## src/rtl/rv32_mem_pkg.sv

```systemverilog
// Shared constants for the RV32 data-memory stage: widths, funct3 size codes,
// access FSM encoding and the alignment rule.
package rv32_mem_pkg;
    localparam int XLEN    = 32;
    localparam int REGADDR = 5;

    localparam logic [2:0] F3_B  = 3'b000;
    localparam logic [2:0] F3_H  = 3'b001;
    localparam logic [2:0] F3_W  = 3'b010;
    localparam logic [2:0] F3_BU = 3'b100;
    localparam logic [2:0] F3_HU = 3'b101;

    typedef enum logic [1:0] {
        ST_IDLE = 2'd0,
        ST_REQ  = 2'd1,
        ST_RESP = 2'd2
    } state_e;

    // funct3[1:0] carries the size; bit 2 only selects zero extension on loads.
    function automatic logic is_aligned(input logic [2:0] funct3, input logic [1:0] addr_lo);
        case (funct3[1:0])
            2'b00:   return 1'b1;
            2'b01:   return ~addr_lo[0];
            default: return addr_lo == 2'b00;
        endcase
    endfunction
endpackage

```

## src/rtl/mem_access_unit_if.sv

```systemverilog
// Data-memory request/response bus between the MEM stage and the memory.
interface mem_access_unit_if;
    import rv32_mem_pkg::*;

    logic            dmem_req_valid;
    logic            dmem_req_ready;
    logic            dmem_req_we;
    logic [XLEN-1:0] dmem_req_addr;
    logic [XLEN-1:0] dmem_req_wdata;
    logic [3:0]      dmem_req_wstrb;
    logic            dmem_rsp_valid;
    logic [XLEN-1:0] dmem_rsp_rdata;

    modport master (
        output dmem_req_valid, dmem_req_we, dmem_req_addr, dmem_req_wdata, dmem_req_wstrb,
        input  dmem_req_ready, dmem_rsp_valid, dmem_rsp_rdata
    );

    modport slave (
        input  dmem_req_valid, dmem_req_we, dmem_req_addr, dmem_req_wdata, dmem_req_wstrb,
        output dmem_req_ready, dmem_rsp_valid, dmem_rsp_rdata
    );
endinterface

```

## src/rtl/load_align.sv

```systemverilog
// Selects the addressed byte/half of a loaded word and sign/zero extends it.
module load_align
    import rv32_mem_pkg::*;
(
    input  logic [XLEN-1:0] rdata,
    input  logic [1:0]      offset,
    input  logic [2:0]      funct3,
    output logic [XLEN-1:0] data
);
    logic [7:0]  byte_sel;
    logic [15:0] half_sel;
    logic        sext;

    always_comb begin
        byte_sel = rdata[{offset, 3'b000} +: 8];
        half_sel = offset[1] ? rdata[31:16] : rdata[15:0];
        sext     = ~funct3[2];
        data     = rdata;
        case (funct3[1:0])
            2'b00:   data = {{24{sext & byte_sel[7]}}, byte_sel};
            2'b01:   data = {{16{sext & half_sel[15]}}, half_sel};
            default: data = rdata;
        endcase
    end
endmodule

```

## src/rtl/mem_access_unit.sv

```systemverilog
// MEM pipeline stage: issues aligned loads/stores on the dmem bus, stalls the
// front of the pipe while an access is outstanding, and holds the MEM/WB register.
module mem_access_unit
    import rv32_mem_pkg::*;
(
    input  logic               clk,
    input  logic               rst,
    input  logic [XLEN-1:0]    mem_alu_result,
    input  logic [XLEN-1:0]    mem_store_data,
    input  logic [REGADDR-1:0] mem_rd,
    input  logic               mem_regwrite,
    input  logic               mem_memread,
    input  logic               mem_memwrite,
    input  logic               mem_memtoreg,
    input  logic [2:0]         mem_funct3,
    mem_access_unit_if.master  dmem,
    output logic               mem_stall,
    output logic [XLEN-1:0]    wb_data,
    output logic [REGADDR-1:0] wb_rd,
    output logic               wb_regwrite,
    output logic               wb_misalign
);
    state_e             state_q, state_d;
    logic [XLEN-1:0]    wb_data_q, wb_data_d;
    logic [REGADDR-1:0] wb_rd_q, wb_rd_d;
    logic               wb_regwrite_q, wb_regwrite_d;
    logic               wb_misalign_q, wb_misalign_d;

    logic            mem_op, aligned, access, misalign, in_resp;
    logic [1:0]      offset;
    logic [XLEN-1:0] load_data;

    load_align u_load_align (
        .rdata  (dmem.dmem_rsp_rdata),
        .offset (mem_alu_result[1:0]),
        .funct3 (mem_funct3),
        .data   (load_data)
    );

    always_comb begin
        offset   = mem_alu_result[1:0];
        mem_op   = mem_memread | mem_memwrite;
        aligned  = is_aligned(mem_funct3, offset);
        access   = mem_op & aligned;
        misalign = mem_op & ~aligned;
        in_resp  = (state_q == ST_RESP);

        // Gated by rst so an abandoned access disappears from the bus immediately.
        dmem.dmem_req_valid = access & ~in_resp & ~rst;
        dmem.dmem_req_we    = mem_memwrite;
        dmem.dmem_req_addr  = {mem_alu_result[XLEN-1:2], 2'b00};
        case (mem_funct3[1:0])
            2'b00: begin
                dmem.dmem_req_wdata = {4{mem_store_data[7:0]}};
                dmem.dmem_req_wstrb = 4'b0001 << offset;
            end
            2'b01: begin
                dmem.dmem_req_wdata = {2{mem_store_data[15:0]}};
                dmem.dmem_req_wstrb = 4'b0011 << offset;
            end
            default: begin
                dmem.dmem_req_wdata = mem_store_data;
                dmem.dmem_req_wstrb = 4'b1111;
            end
        endcase

        mem_stall = access
                  & ~(mem_memwrite & dmem.dmem_req_ready & ~in_resp)
                  & ~(in_resp & dmem.dmem_rsp_valid);

        state_d = state_q;
        case (state_q)
            ST_IDLE, ST_REQ: begin
                if (dmem.dmem_req_valid) begin
                    if (!dmem.dmem_req_ready) state_d = ST_REQ;
                    else if (mem_memwrite)    state_d = ST_IDLE;
                    else                      state_d = ST_RESP;
                end else begin
                    state_d = ST_IDLE;
                end
            end
            ST_RESP: if (dmem.dmem_rsp_valid) state_d = ST_IDLE;
            default: state_d = ST_IDLE;
        endcase

        wb_data_d     = '0;
        wb_rd_d       = '0;
        wb_regwrite_d = 1'b0;
        wb_misalign_d = 1'b0;
        if (!mem_stall) begin
            if (misalign) begin
                wb_misalign_d = 1'b1;
            end else begin
                wb_data_d     = mem_memtoreg ? load_data : mem_alu_result;
                wb_rd_d       = mem_rd;
                wb_regwrite_d = mem_regwrite;
            end
        end
    end

    always_ff @(posedge clk or posedge rst) begin
        if (rst) begin
            state_q       <= ST_IDLE;
            wb_data_q     <= '0;
            wb_rd_q       <= '0;
            wb_regwrite_q <= 1'b0;
            wb_misalign_q <= 1'b0;
        end else begin
            state_q       <= state_d;
            wb_data_q     <= wb_data_d;
            wb_rd_q       <= wb_rd_d;
            wb_regwrite_q <= wb_regwrite_d;
            wb_misalign_q <= wb_misalign_d;
        end
    end

    assign wb_data     = wb_data_q;
    assign wb_rd       = wb_rd_q;
    assign wb_regwrite = wb_regwrite_q;
    assign wb_misalign = wb_misalign_q;
endmodule
```

## src/flat_wrapper.sv

```systemverilog
// flat-port wrapper written by rule: the top's interface ports become plain ports
module mem_access_unit_flat import rv32_mem_pkg::*;
  (clk, rst, mem_alu_result, mem_store_data, mem_rd, mem_regwrite, mem_memread, mem_memwrite, mem_memtoreg, mem_funct3, mem_stall, wb_data, wb_rd, wb_regwrite, wb_misalign, dmem_dmem_req_valid, dmem_dmem_req_we, dmem_dmem_req_addr, dmem_dmem_req_wdata, dmem_dmem_req_wstrb, dmem_dmem_req_ready, dmem_dmem_rsp_valid, dmem_dmem_rsp_rdata);
  mem_access_unit_if dmem_i ();
  input  logic clk;
  input  logic rst;
  input  logic [XLEN-1:0] mem_alu_result;
  input  logic [XLEN-1:0] mem_store_data;
  input  logic [REGADDR-1:0] mem_rd;
  input  logic mem_regwrite;
  input  logic mem_memread;
  input  logic mem_memwrite;
  input  logic mem_memtoreg;
  input  logic [2:0] mem_funct3;
  output logic mem_stall;
  output logic [XLEN-1:0] wb_data;
  output logic [REGADDR-1:0] wb_rd;
  output logic wb_regwrite;
  output logic wb_misalign;
  output wire logic [$bits(dmem_i.dmem_req_valid)-1:0] dmem_dmem_req_valid;
  output wire logic [$bits(dmem_i.dmem_req_we)-1:0] dmem_dmem_req_we;
  output wire logic [$bits(dmem_i.dmem_req_addr)-1:0] dmem_dmem_req_addr;
  output wire logic [$bits(dmem_i.dmem_req_wdata)-1:0] dmem_dmem_req_wdata;
  output wire logic [$bits(dmem_i.dmem_req_wstrb)-1:0] dmem_dmem_req_wstrb;
  input wire logic [$bits(dmem_i.dmem_req_ready)-1:0] dmem_dmem_req_ready;
  input wire logic [$bits(dmem_i.dmem_rsp_valid)-1:0] dmem_dmem_rsp_valid;
  input wire logic [$bits(dmem_i.dmem_rsp_rdata)-1:0] dmem_dmem_rsp_rdata;
  assign dmem_dmem_req_valid = dmem_i.dmem_req_valid;
  assign dmem_dmem_req_we = dmem_i.dmem_req_we;
  assign dmem_dmem_req_addr = dmem_i.dmem_req_addr;
  assign dmem_dmem_req_wdata = dmem_i.dmem_req_wdata;
  assign dmem_dmem_req_wstrb = dmem_i.dmem_req_wstrb;
  assign dmem_i.dmem_req_ready = dmem_dmem_req_ready;
  assign dmem_i.dmem_rsp_valid = dmem_dmem_rsp_valid;
  assign dmem_i.dmem_rsp_rdata = dmem_dmem_rsp_rdata;
  mem_access_unit u_core (.clk(clk), .rst(rst), .mem_alu_result(mem_alu_result), .mem_store_data(mem_store_data), .mem_rd(mem_rd), .mem_regwrite(mem_regwrite), .mem_memread(mem_memread), .mem_memwrite(mem_memwrite), .mem_memtoreg(mem_memtoreg), .mem_funct3(mem_funct3), .dmem(dmem_i), .mem_stall(mem_stall), .wb_data(wb_data), .wb_rd(wb_rd), .wb_regwrite(wb_regwrite), .wb_misalign(wb_misalign));
endmodule
```

## config.mk

```make
export PLATFORM = sky130hd
export DESIGN_NAME = mem_access_unit_flat
export DESIGN_NICKNAME = d
export VERILOG_FILES = /design/src/rtl/rv32_mem_pkg.sv /design/src/rtl/mem_access_unit_if.sv /design/src/rtl/load_align.sv /design/src/rtl/mem_access_unit.sv /design/src/flat_wrapper.sv
export SDC_FILE = /design/constraint.sdc
export NUM_CORES = 1
export LEC_CHECK = 0
export ABC_AREA = 1
export CORE_MARGIN = 5
export CORE_UTILIZATION = 38
export CTS_CLUSTER_DIAMETER = 40
export DETAILED_ROUTE_END_ITERATION = 16
export GPL_ROUTABILITY_DRIVEN = 0
export PLACE_DENSITY_LB_ADDON = 0.3
export SLEW_MARGIN = 15
export SYNTH_ARGS = -nofsm -noshare
export SYNTH_HDL_FRONTEND = slang
export SYNTH_SLANG_ARGS = --single-unit
```

## constraint.sdc

```tcl
create_clock -name clk -period 3.4 [get_ports clk]
set_input_delay 0.68 -clock clk [delete_from_list [all_inputs] [get_ports clk]]
set_output_delay 0.68 -clock clk [all_outputs]
set_load 0.01 [all_outputs]
```

Word-level counts from Yosys, hierarchy flattened
Index checks and enable logic that the tools add are counted.

Input port bits: 112. Bits in registers: 41.

Shift operators: 3. Mux-type cells: 19. Eq/ne operators: 4. Reduce and logical (&&, ||, !) cells: 4. Bitwise logic cells: 19.

Operators with widths (count): $pmux W32 S2 (2); $mux W32 (3); $shiftx A32 B6 Y8 (1); $mux W16 (1); $and A1 B1 Y1 (11); $mux W5 (2); $mux W2 (4); $pmux W4 S2 (1); $not A1 Y1 (7); $logic_not A2 Y1 (3); $eq A2 B1 Y1 const B (2); $mux W1 (4); $pmux W2 S2 (1); $shl A1 B2 Y4 const A (1); $shl A2 B2 Y4 const A (1); $eq A2 B2 Y1 const B (1); $ne A2 B2 Y1 const B (1); $pmux W1 S2 (1); $reduce_or A2 Y1 (1); $or A1 B1 Y1 (1).

Longest topological paths before layout
Gate-level depths: netlist (run 1).

Depth in word-level cells: 7. Mapped depth: 11.

By module
From an unflattened synthesis (run 1), not the netlist that was laid out.

Cells, all modules: 536. Area total of the unflattened synthesis: 3557.2 um^2.

Modules (own cells, without submodules): mem_access_unit (seq. area each 1026.0 um^2, area each 2636.3 um^2, times used 1, cells each 382); load_align (seq. area each 0.0 um^2, area each 920.9 um^2, times used 1, cells each 154).

Least setup slack after synthesis (run 1)
Ideal clock, no wire load.

Path type: in2out. Start: in rst. End: out dmem_dmem_req_valid. Arrival time: 1.843 ns. Buffers on the path: 0. Path slack: 0.877 ns. Stages on the path: 3. Required time: 2.720 ns. Cell sequence: inv_1 -> nand3_1 -> inv_1.

Word-level cells in the longest chain between the ends: 2.

RTL lines: from (decl) (line flat_wrapper.sv:6) `input logic rst;`; $not A1 Y1 (line mem_access_unit.sv:49) `dmem.dmem_req_valid = access & ~in_resp & ~rst;`; $and A1 B1 Y1 (line mem_access_unit.sv:49); to (decl) (line flat_wrapper.sv:20) `output wire logic [$bits(dmem_i.dmem_req_valid)-1:0] dmem_dmem_req_valid;`.

No other way between the ends.

Final worst setup path (run 1)
Start: in mem_funct3[1]. End: out dmem_dmem_req_wdata[25].

Word-level cells in the longest chain between the ends: 2. Elaborated cells between the ends (all ways): 3. Those cells by class: eq/ne: 1; mux: 1; reduce/logical: 1.

RTL lines: from (decl) (line flat_wrapper.sv:14) `input logic [2:0] mem_funct3;`; $eq A2 B1 Y1 or $logic_not A2 Y1 (tied branches) (line mem_access_unit.sv:52) `case (mem_funct3[1:0])`; $pmux W32 S2 (*) (line mem_access_unit.sv:52); to (decl) (line flat_wrapper.sv:23) `output wire logic [$bits(dmem_i.dmem_req_wdata)-1:0] dmem_dmem_req_wdata;`.

Mark *: on every way between the ends. The rest lies on a longest branch, timed or not.

==> results of run 1 <==
## tightest hold or removal path, delay by kind of cell, from the launching register on
family | cells | cell delay, ns
DFF | 1 | 0.32
and+or+nand+nor | 2 | 0.17
buffers and inverters | 1 | 0.05
## cell families (layout without fill, tap and decap cells)
| logic type | count (synthesis) | after routing | share of synthesized area [%] |
|---|---|---|---|
| DFF | 41 | 41 | 33.52 |
| other | 1 | 2 | 0.1225 |
| buffers and inverters | 97 | 271 | 18.03 |
| and+or+nand+nor | 249 | 249 | 35.45 |
| AOI/OAI and AO/OA | 75 | 75 | 12.88 |
## cell type report
| cell class | count | area, sq um |
|---|---|---|
| clock buffer | 5 | 68.82 |
| fill | 731 | 2650 |
| tap | 102 | 127.6 |
| timing repair buffer | 228 | 2260 |
| sequential | 41 | 1026 |
| inverter | 35 | 131.4 |
| multi-input combinational | 326 | 1486 |
| clock inverter | 3 | 17.52 |
## sequential cells by signal, indices dropped and copies added (netlist names)
name                cells
u_core.wb_regwrite      1
u_core.wb_data         32
u_core.wb_misalign      1
u_core.wb_rd            5
u_core.state_q          2
## worst paths after layout
check / startpoint / end / slack, ns / cells after the start
worst min register to register: u_core.state_q[1] / u_core.state_q[0] / 0.57 / 3
worst max-delay path: mem_funct3[1] / dmem_dmem_req_wdata[25] / 0.22 / 7
worst max register to register: u_core.state_q[0] / u_core.wb_data[12] / 1.42 / 8
max in group asynchronous: rst / u_core.wb_data[2] / 2.15 / 3
worst min-delay path: u_core.state_q[1] / u_core.state_q[0] / 0.57 / 3
min in group asynchronous: rst / u_core.wb_data[26] / 0.88 / 3
## synth_stat cells (2+ instances only)
| master | count |
|---|---|
| o21ai_0 | 25 |
| nor2_4 | 3 |
| nand2_1 | 167 |
| nand3_2 | 2 |
| o211ai_1 | 5 |
| a21oi_1 | 43 |
| buf_4 | 43 |
| buf_2 | 3 |
| clkbuf_1 | 12 |
| inv_1 | 33 |
| buf_6 | 3 |
| nand2_2 | 2 |
| dfrtp_1 | 41 |
| nand3_1 | 17 |
| nor2_1 | 22 |
| or2_2 | 32 |
## layer usage
layer / up-vias / global-route usage, % / part of all wire [%]
met5: - / 0 / 0
met4: 0 / 7.773 / 2.6
met2: 182 / 40.89 / 50
met1: 1666 / 25.41 / 37
li1: 1749 / - / -
met3: 24 / 7.153 / 9.7
## power by group through the flow
| stage | combinational, uW | sequential (uW) | clock [uW] |
|---|---|---|---|
| final | 662 | 549 | 318 |
| after CTS | 668 | 550 | 320 |
| after detailed placement | 664 | 560 | 0 |
| after global routing | 721 | 555 | 344 |
| after floorplan | 272 | 586 | 0 |
| after global placement | 656 | 558 | 0 |
## through the flow
step / instance area (sq um) / hold slack [ns] / cells
2_1_floorplan: 3064 / 0.5004 / 464
6_report: 5117 / 0.5740 / 740
5_1_grt: 5117 / 0.6174 / 740
3_5_place_dp: 5031 / 0.5650 / 732
3_3_place_gp: 5031 / 0.5243 / 732
4_1_cts: 5117 / 0.5775 / 740
==> results_dict.tcl, run 1 <==
set metrics [dict create \
    arrival_ns 2.50 \
    fp.dieW_um 99.74 \
    drive_above_1_share_pct 9.404 \
    synth_cells 463 \
    grt_antenna_before_repair 0 \
    grtUsageTotal_pct 22.83 \
    htreeDepth 2 \
    post-route-period-util_pct 93.44 \
    drt_first_iter_violations 127 \
    synth_edf_count 0 \
    cts_inserted_buffers 5 \
    internal_power_uw 1041 \
    tightestPinTransition_ns 0.7295 \
    skew_ns 0.004170 \
    async_flop_share_pct 100.0 \
    diodes 0 \
    layout_commonest_cell "clkdlybuf4s50_1" \
    drc_errors 0 \
    synthTopCellsByArea "dfrtp_1 (34%), nand2_1 (20%), buf_4 (11%)" \
    setup_ws_ns 0.2232 \
    ys.flop_type "dfrtp_1" \
    clk_path_buf_depth 2 \
    fmax_mhz 314.8 \
    clk_latency_ns 0.29 \
    post_cts_resized 0 \
    combPwrFrac_pct 43.3 \
    dp_hpwl_mm 9.478 \
    grt_pass1_vias 3602 \
    die_h_um 99.74 \
    synth_area_sq_um 3060 \
    dieArea_sq_um 9948 \
    switching_share_pct 31.89 \
    vias_per_cell 4.893 \
    fin_crit_ns 3.177 \
    power_leakage_uw 0.002392 \
    start_util_pct 39.40 \
    peakVddDrop_mv 0.1292 \
    io_pins 222 \
    status "finished, final reports clean" \
    hp-class "reg2reg" \
    clkSinkCount 41 \
    drtAntennaViolNets 0 \
    cts-hold-fix-buffers 0 \
    cts_setup_buffers 0 \
    path_clk_slew_ns 0.08 \
    drt_pre_antenna_iters 4 \
    wire_per_inst_um 15.73 \
    drv_cap 0 \
    p_seq_share_pct 35.9 \
    crit_required_ns 2.72 \
    cp_cell_sequence "clkdlybuf4s50_1 -> inv_2 -> nand2_2 -> clkinv_1 -> nand2_1 -> nand3_1 -> clkdlybuf4s50_1" \
    ys_seq_area_share_pct 33.52 \
    cp_top_family "buffers and inverters" \
    cts_tree "built" \
    ys_types 26 \
    finalHoldViolations 0 \
    rows 32 \
    max_slew_margin_pct 51.31 \
    root_buffer "clkbuf_8" \
    overflow 0 \
    yosys_warnings 0 \
    layout_common_cells "clkdlybuf4s50_1 (219), nand2_1 (167), a21oi_1 (43), dfrtp_1 (41)" \
    p_sw_uw 487.5 \
    grt_pass1_wl_mm 18.01 \
    path_buf_inv 4 \
    synth_top_area_share_pct 33.52 \
    rsz0062_at_grt "false" \
    vias 3621 \
    core_area_sq_um 7767 \
    totalWireLength_mm 11.64 \
    setup_tns_ns 0 \
    place_worst_setup_slack_ns 0.1902 \
    synth_top_cell_by_area "dfrtp_1" \
    cp-start-kind "input pin" \
    grt_max_degree 43 \
    p_per_area_nw_per_um2 298.7 \
    area_growth_pct 67.21 \
    path_class "in2out" \
    p_clk_share_pct 20.8 \
    critPathMaxFanout 10 \
    p_total_uw 1529 \
    critPathCaptureType "output port" \
    finalSetupViolations 0 \
    cpMaxStageDelayCell "clkdlybuf4s50_1" \
    finalCoreUtilization_pct 65.88 \
    crit_path_max_incr_delay_ns 0.63 \
    nets 749 \
    portBuffers 219 \
    slew_violations 0 \
    cpMostUsedCell "clkdlybuf4s50_1" \
    avgSynthCellArea_sq_um 6.610 \
    ys_ff_latch 41 \
]
Power figures use the tool's default switching activity.
==> run 2: changes to the inputs <==
GPL_ROUTABILITY_DRIVEN = not set   (was 0)
==> run 2 against run 1 <==
Compared with the run above:
- sequential share of layout area down 0.098 points
- wire length grew 0.33%
- total power rose by 4.3%
- first-iteration DRC count grew 20%
- register-to-register slack better by 0.25 ns
- clock power up 19%
- cell area up 0.49%
- clock skew is 0.0014 ns higher
- via count shrank 0.64%
- maximum frequency down 1.2%
- die area unchanged
- largest cell class unchanged
- highest routed layer unchanged
==> results_dict.tcl, run 2 (synthesis results as in run 1) <==
set metrics [dict create \
    place.gp.congestion 0.8409 \
    peakVddDrop_mv 0.1461 \
    p_clk_share_pct 23.8 \
    portBuffers 219 \
    drive_above_1_share_pct 9.404 \
    cts_setup_buffers 0 \
    multi_input_area_sq_um 1486 \
    nets 750 \
    post-route-period-util_pct 94.60 \
    r2r_cells 9 \
    diodes 0 \
    cts_inserted_buffers 5 \
    tightestPinTransition_ns 0.7143 \
    dieArea_sq_um 9948 \
    clk_path_buf_depth 2 \
    layout_commonest_cell "clkdlybuf4s50_1" \
    start_util_pct 39.40 \
    status "finished, final reports clean" \
    area_growth_pct 68.03 \
    die_h_um 99.74 \
    hold_start "u_core.state_q[1]" \
    rows 32 \
    cts_tree "built" \
    p_seq_share_pct 34.4 \
    r2r_slack_ns 1.67 \
    p_sw_uw 479.3 \
    crit_required_ns 2.72 \
    cts-hold-fix-buffers 0 \
    io_pins 222 \
    clkSinkCount 41 \
    p_per_area_nw_per_um2 310.0 \
    max_slew_margin_pct 52.32 \
    grt.met3_usage_pct 6.802 \
    fp.dieW_um 99.74 \
    internal_power_uw 1115 \
    switching_share_pct 30.07 \
    grtUsageTotal_pct 22.61 \
    skew_ns 0.005601 \
    grt_max_degree 43 \
    critPathMaxFanout 10 \
    root_buffer "clkbuf_8" \
    largest_reg_flops 32 \
    post_cts_resized 0 \
    whs_path_depth 3 \
    dp_hpwl_mm 9.580 \
    final-seq-area_sq_um 1026 \
    critPathCaptureType "output port" \
    finalHoldViolations 0 \
    finalSetupViolations 0 \
    drt_first_iter_violations 152 \
    grt_pass1_wl_mm 17.83 \
    vias_per_cell 4.862 \
    finalCoreUtilization_pct 66.20 \
    path_class "in2out" \
    grt_antenna_before_repair 0 \
    grt_pass1_vias 3605 \
    core_area_sq_um 7767 \
    drt_pre_antenna_iters 5 \
    path_clk_slew_ns 0.08 \
    clk_latency_ns 0.29 \
    setup_tns_ns 0 \
    grt_util_met2_pct 41.61 \
    drtAntennaViolNets 0 \
    overflow 0 \
    busiest_layer "met2" \
    n_fill_cell 675 \
    grt_use_met1_pct 24.71 \
    slew_violations 0 \
    arrival_ns 2.54 \
    power_leakage_uw 0.002407 \
    r2r_end "u_core.wb_data[12]" \
    layout_common_cells "clkdlybuf4s50_1 (219), nand2_1 (167), a21oi_1 (43), dfrtp_1 (41)" \
    vias 3598 \
    rsz0062_at_grt "false" \
    drv_cap 0 \
    fmax_mhz 310.9 \
    wire_per_inst_um 15.78 \
    combPwrFrac_pct 41.7 \
    cp-start-kind "input pin" \
    htreeDepth 2 \
    drc_errors 0 \
    fin_crit_ns 3.216 \
    r2r_start "u_core.state_q[0]" \
    holdPathEnd "u_core.state_q[0]" \
    totalWireLength_mm 11.68 \
    hp-class "reg2reg" \
]
run 2: cell types whose count changed in the layout (fill, tap and decap cells not counted):
cell / delta
clkinvlp_4: -1
bufinv_16: +1
buf_4: +1
clkinv_2: -1
run 2: final cells by class:
class / count / area share (%)
tap: 102 / 2.482
clock buffer: 5 / 1.338
inverter: 35 / 2.555
multi-input combinational: 326 / 28.91
clock inverter: 2 / 0.6813
timing repair buffer: 229 / 44.09
sequential: 41 / 19.95
run 2: worst max path at each step:
stage,end,slack (ns),start
2_1_floorplan,dmem_dmem_req_valid,0.88,rst
3_3_place_gp,dmem_dmem_req_wdata[31],0.25,mem_funct3[1]
3_5_place_dp,dmem_dmem_req_wdata[27],0.16,mem_funct3[1]
4_1_cts,dmem_dmem_req_wdata[27],0.15,mem_funct3[1]
5_1_grt,dmem_dmem_req_wdata[29],0.05,mem_funct3[1]
6_report,dmem_dmem_req_wdata[27],0.18,mem_funct3[1]
run 2: power groups by stage:
| stage | logic, uW | clock network [uW] | registers [uW] |
|---|---|---|---|
| 2_1_floorplan | 272 | 0 | 586 |
| 3_3_place_gp | 658 | 0 | 558 |
| 3_5_place_dp | 668 | 0 | 559 |
| 4_1_cts | 672 | 380 | 550 |
| 5_1_grt | 723 | 404 | 554 |
| 6_report | 665 | 380 | 549 |
run 2: critical path, cell delays in order:
cell and delay, ns:
clkdlybuf4s50_1 0.62, inv_2 0.07, nand2_2 0.15, clkinv_1 0.29, nand2_1 0.15, nand3_1 0.08, clkdlybuf4s50_1 0.49
run 2: metrics by stage:
step | hold slack, ns | instance area (sq um) | instances | setup WS (ns) | total power, uW
after floorplan | 0.5004 | 3064 | 464 | 0.8775 | 858.7
after global placement | 0.5243 | 5039 | 733 | 0.2487 | 1216
after detailed placement | 0.5397 | 5039 | 733 | 0.1606 | 1228
after CTS | 0.5542 | 5142 | 740 | 0.1519 | 1602
after global routing | 0.5998 | 5142 | 740 | 0.05275 | 1681
final | 0.5588 | 5142 | 740 | 0.1835 | 1594
run 2: layer usage:
metal | vias to the layer above | wire, um
met5 | - | 0
met4 | 0 | 257
met3 | 16 | 1162
met2 | 204 | 5984
met1 | 1620 | 4274
li1 | 1758 | -
==> run 3: changes to the inputs <==
PLACE_DENSITY = 0.92   (was not set)
PLACE_DENSITY_LB_ADDON = not set   (was 0.3)
==> run 3 against run 2 <==
Compared with the run above:
- critical path depth stayed put
- total power is 2.2% higher
- maximum frequency is 0.97% higher
- global-route usage is 0.79 points higher
- combinational power is 0.6% higher
- register-to-register slack worse by 0.32 ns
- cell area is 0.32% higher
- clock power is 7.9% higher
- sequential cell count stayed put
- non-clock buffer count stayed put
- critical endpoint is now dmem_dmem_req_wdata[29]
==> results_dict.tcl, run 3 (synthesis results as in run 1) <==
set metrics [dict create \
    status "finished, final reports clean" \
    grt_pass1_vias 3709 \
    peakVddDrop_mv 0.1258 \
    post_cts_resized 0 \
    vias 3687 \
    cts_tree "built" \
    core_area_sq_um 7767 \
    fmax_mhz 313.9 \
    path_class "in2out" \
    diodes 0 \
    largest_reg_flops 32 \
    p_clk_share_pct 25.2 \
    internal_power_uw 1139 \
    crit_path_max_incr_delay_ns 0.62 \
    htreeDepth 2 \
    post-route-period-util_pct 93.69 \
    cts-hold-fix-buffers 0 \
    area_growth_pct 68.56 \
    slew_violations 0 \
    drv_cap 0 \
    clkSinkCount 41 \
    dieArea_sq_um 9948 \
    combPwrFrac_pct 41.1 \
    n_fill_cell 657 \
    clk_path_buf_depth 2 \
    finalHoldViolations 0 \
    fin_hold_ws_ns 0.6182 \
    drt_first_iter_violations 190 \
    cp-start-kind "input pin" \
    grt_antenna_before_repair 0 \
    layout_common_cells "clkdlybuf4s50_1 (219), nand2_1 (167), a21oi_1 (43), dfrtp_1 (41)" \
    drc_errors 0 \
    dp_hpwl_mm 10.09 \
    critPathMaxFanout 10 \
    grt_pass1_wl_mm 18.49 \
    tightestPinTransition_ns 0.7445 \
    grtUsageTotal_pct 23.40 \
    drt_pre_antenna_iters 4 \
    rsz0062_at_grt "false" \
    rows 32 \
    p_seq_share_pct 33.8 \
    final-seq-area_sq_um 1026 \
    start_util_pct 39.40 \
    cpMostUsedCell "clkdlybuf4s50_1" \
    cts_inserted_buffers 5 \
    final_cells 741 \
    setup_tns_ns 0 \
    place.gp.congestion 0.8661 \
    dpl-instance-area_sq_um 5039 \
    p_sw_uw 489.3 \
    root_buffer "clkbuf_8" \
    finalCoreUtilization_pct 66.41 \
    max_slew_margin_pct 50.31 \
    cts_setup_buffers 0 \
    hp-class "reg2reg" \
    dp_cells 733 \
    overflow 0 \
    arrival_ns 2.51 \
    nets 750 \
    vias_per_cell 4.976 \
    crit_required_ns 2.72 \
    switching_share_pct 30.04 \
    fp.dieW_um 99.74 \
    clk_latency_ns 0.29 \
    fin_crit_ns 3.185 \
    die_h_um 99.74 \
    portBuffers 219 \
    io_pins 222 \
    power_leakage_uw 0.002408 \
    grt_max_degree 43 \
    cpMaxStageDelayCell "clkdlybuf4s50_1" \
    multi_input_area_sq_um 1486 \
    critPathCaptureType "output port" \
    totalWireLength_mm 12.24 \
    path_clk_slew_ns 0.08 \
    skew_ns 0.006565 \
    cp_cell_sequence "clkdlybuf4s50_1 -> inv_2 -> nand2_2 -> clkinv_1 -> nand2_1 -> nand3_1 -> clkdlybuf4s50_1" \
    finalSetupViolations 0 \
    drtAntennaViolNets 0 \
    drive_above_1_share_pct 9.390 \
    wire_per_inst_um 16.52 \
    p_per_area_nw_per_um2 315.7 \
    layout_commonest_cell "clkdlybuf4s50_1" \
    final_cell_area_sq_um 5159 \
]
[run 3: cell count changes in the layout (fill, tap and decap cells not counted)]
cell	delta
clkinv_1	+1
clkinvlp_4	+1
inv_2	-1
clkbuf_8	+1
clkinv_2	-1
[run 3: cell type report]
cell class	instances	share of cell area [%]
timing repair buffer	229	43.95
multi-input combinational	326	28.81
sequential	41	19.89
inverter	35	2.547
tap	102	2.474
clock buffer	6	1.601
clock inverter	2	0.7276
[run 3: power groups by stage]
stage          sequential, uW  combinational, uW  clock (uW)
2_1_floorplan             586                272           0
3_3_place_gp              558                659           0
3_5_place_dp              560                669           0
4_1_cts                   550                673         415
5_1_grt                   555                721         441
6_report                  550                669         410
[run 3: worst max-delay path: cells and delay by family]
family	cells	cell delay [ns]
buffers and inverters	4	1.47
AND/OR/NAND/NOR	3	0.35
[run 3: final timing paths]
path	slack, ns	cells after the start	to	from
max in group asynchronous	2.16	3	u_core.wb_data[15]	rst
hold reg to reg	0.62	3	u_core.state_q[0]	u_core.state_q[1]
hold / removal	0.62	3	u_core.state_q[0]	u_core.state_q[1]
setup reg to reg	1.35	10	u_core.wb_data[14]	u_core.state_q[1]
min in group asynchronous	0.88	3	u_core.wb_data[5]	rst
setup / recovery	0.21	7	dmem_dmem_req_wdata[29]	mem_funct3[1]
[run 3: stage by stage]
stage / power (uW) / setup WS, ns
2_1_floorplan: 858.7 / 0.8775
3_3_place_gp: 1217 / 0.2800
3_5_place_dp: 1229 / 0.1949
4_1_cts: 1638 / 0.1975
5_1_grt: 1717 / 0.02271
6_report: 1629 / 0.2146
[run 3: per-layer routing]
layer	track usage [%]	routed length [um]
met1	25.09	4413
met2	42.38	6129
met3	7.714	1279
met4	8.718	420
met5	0	0
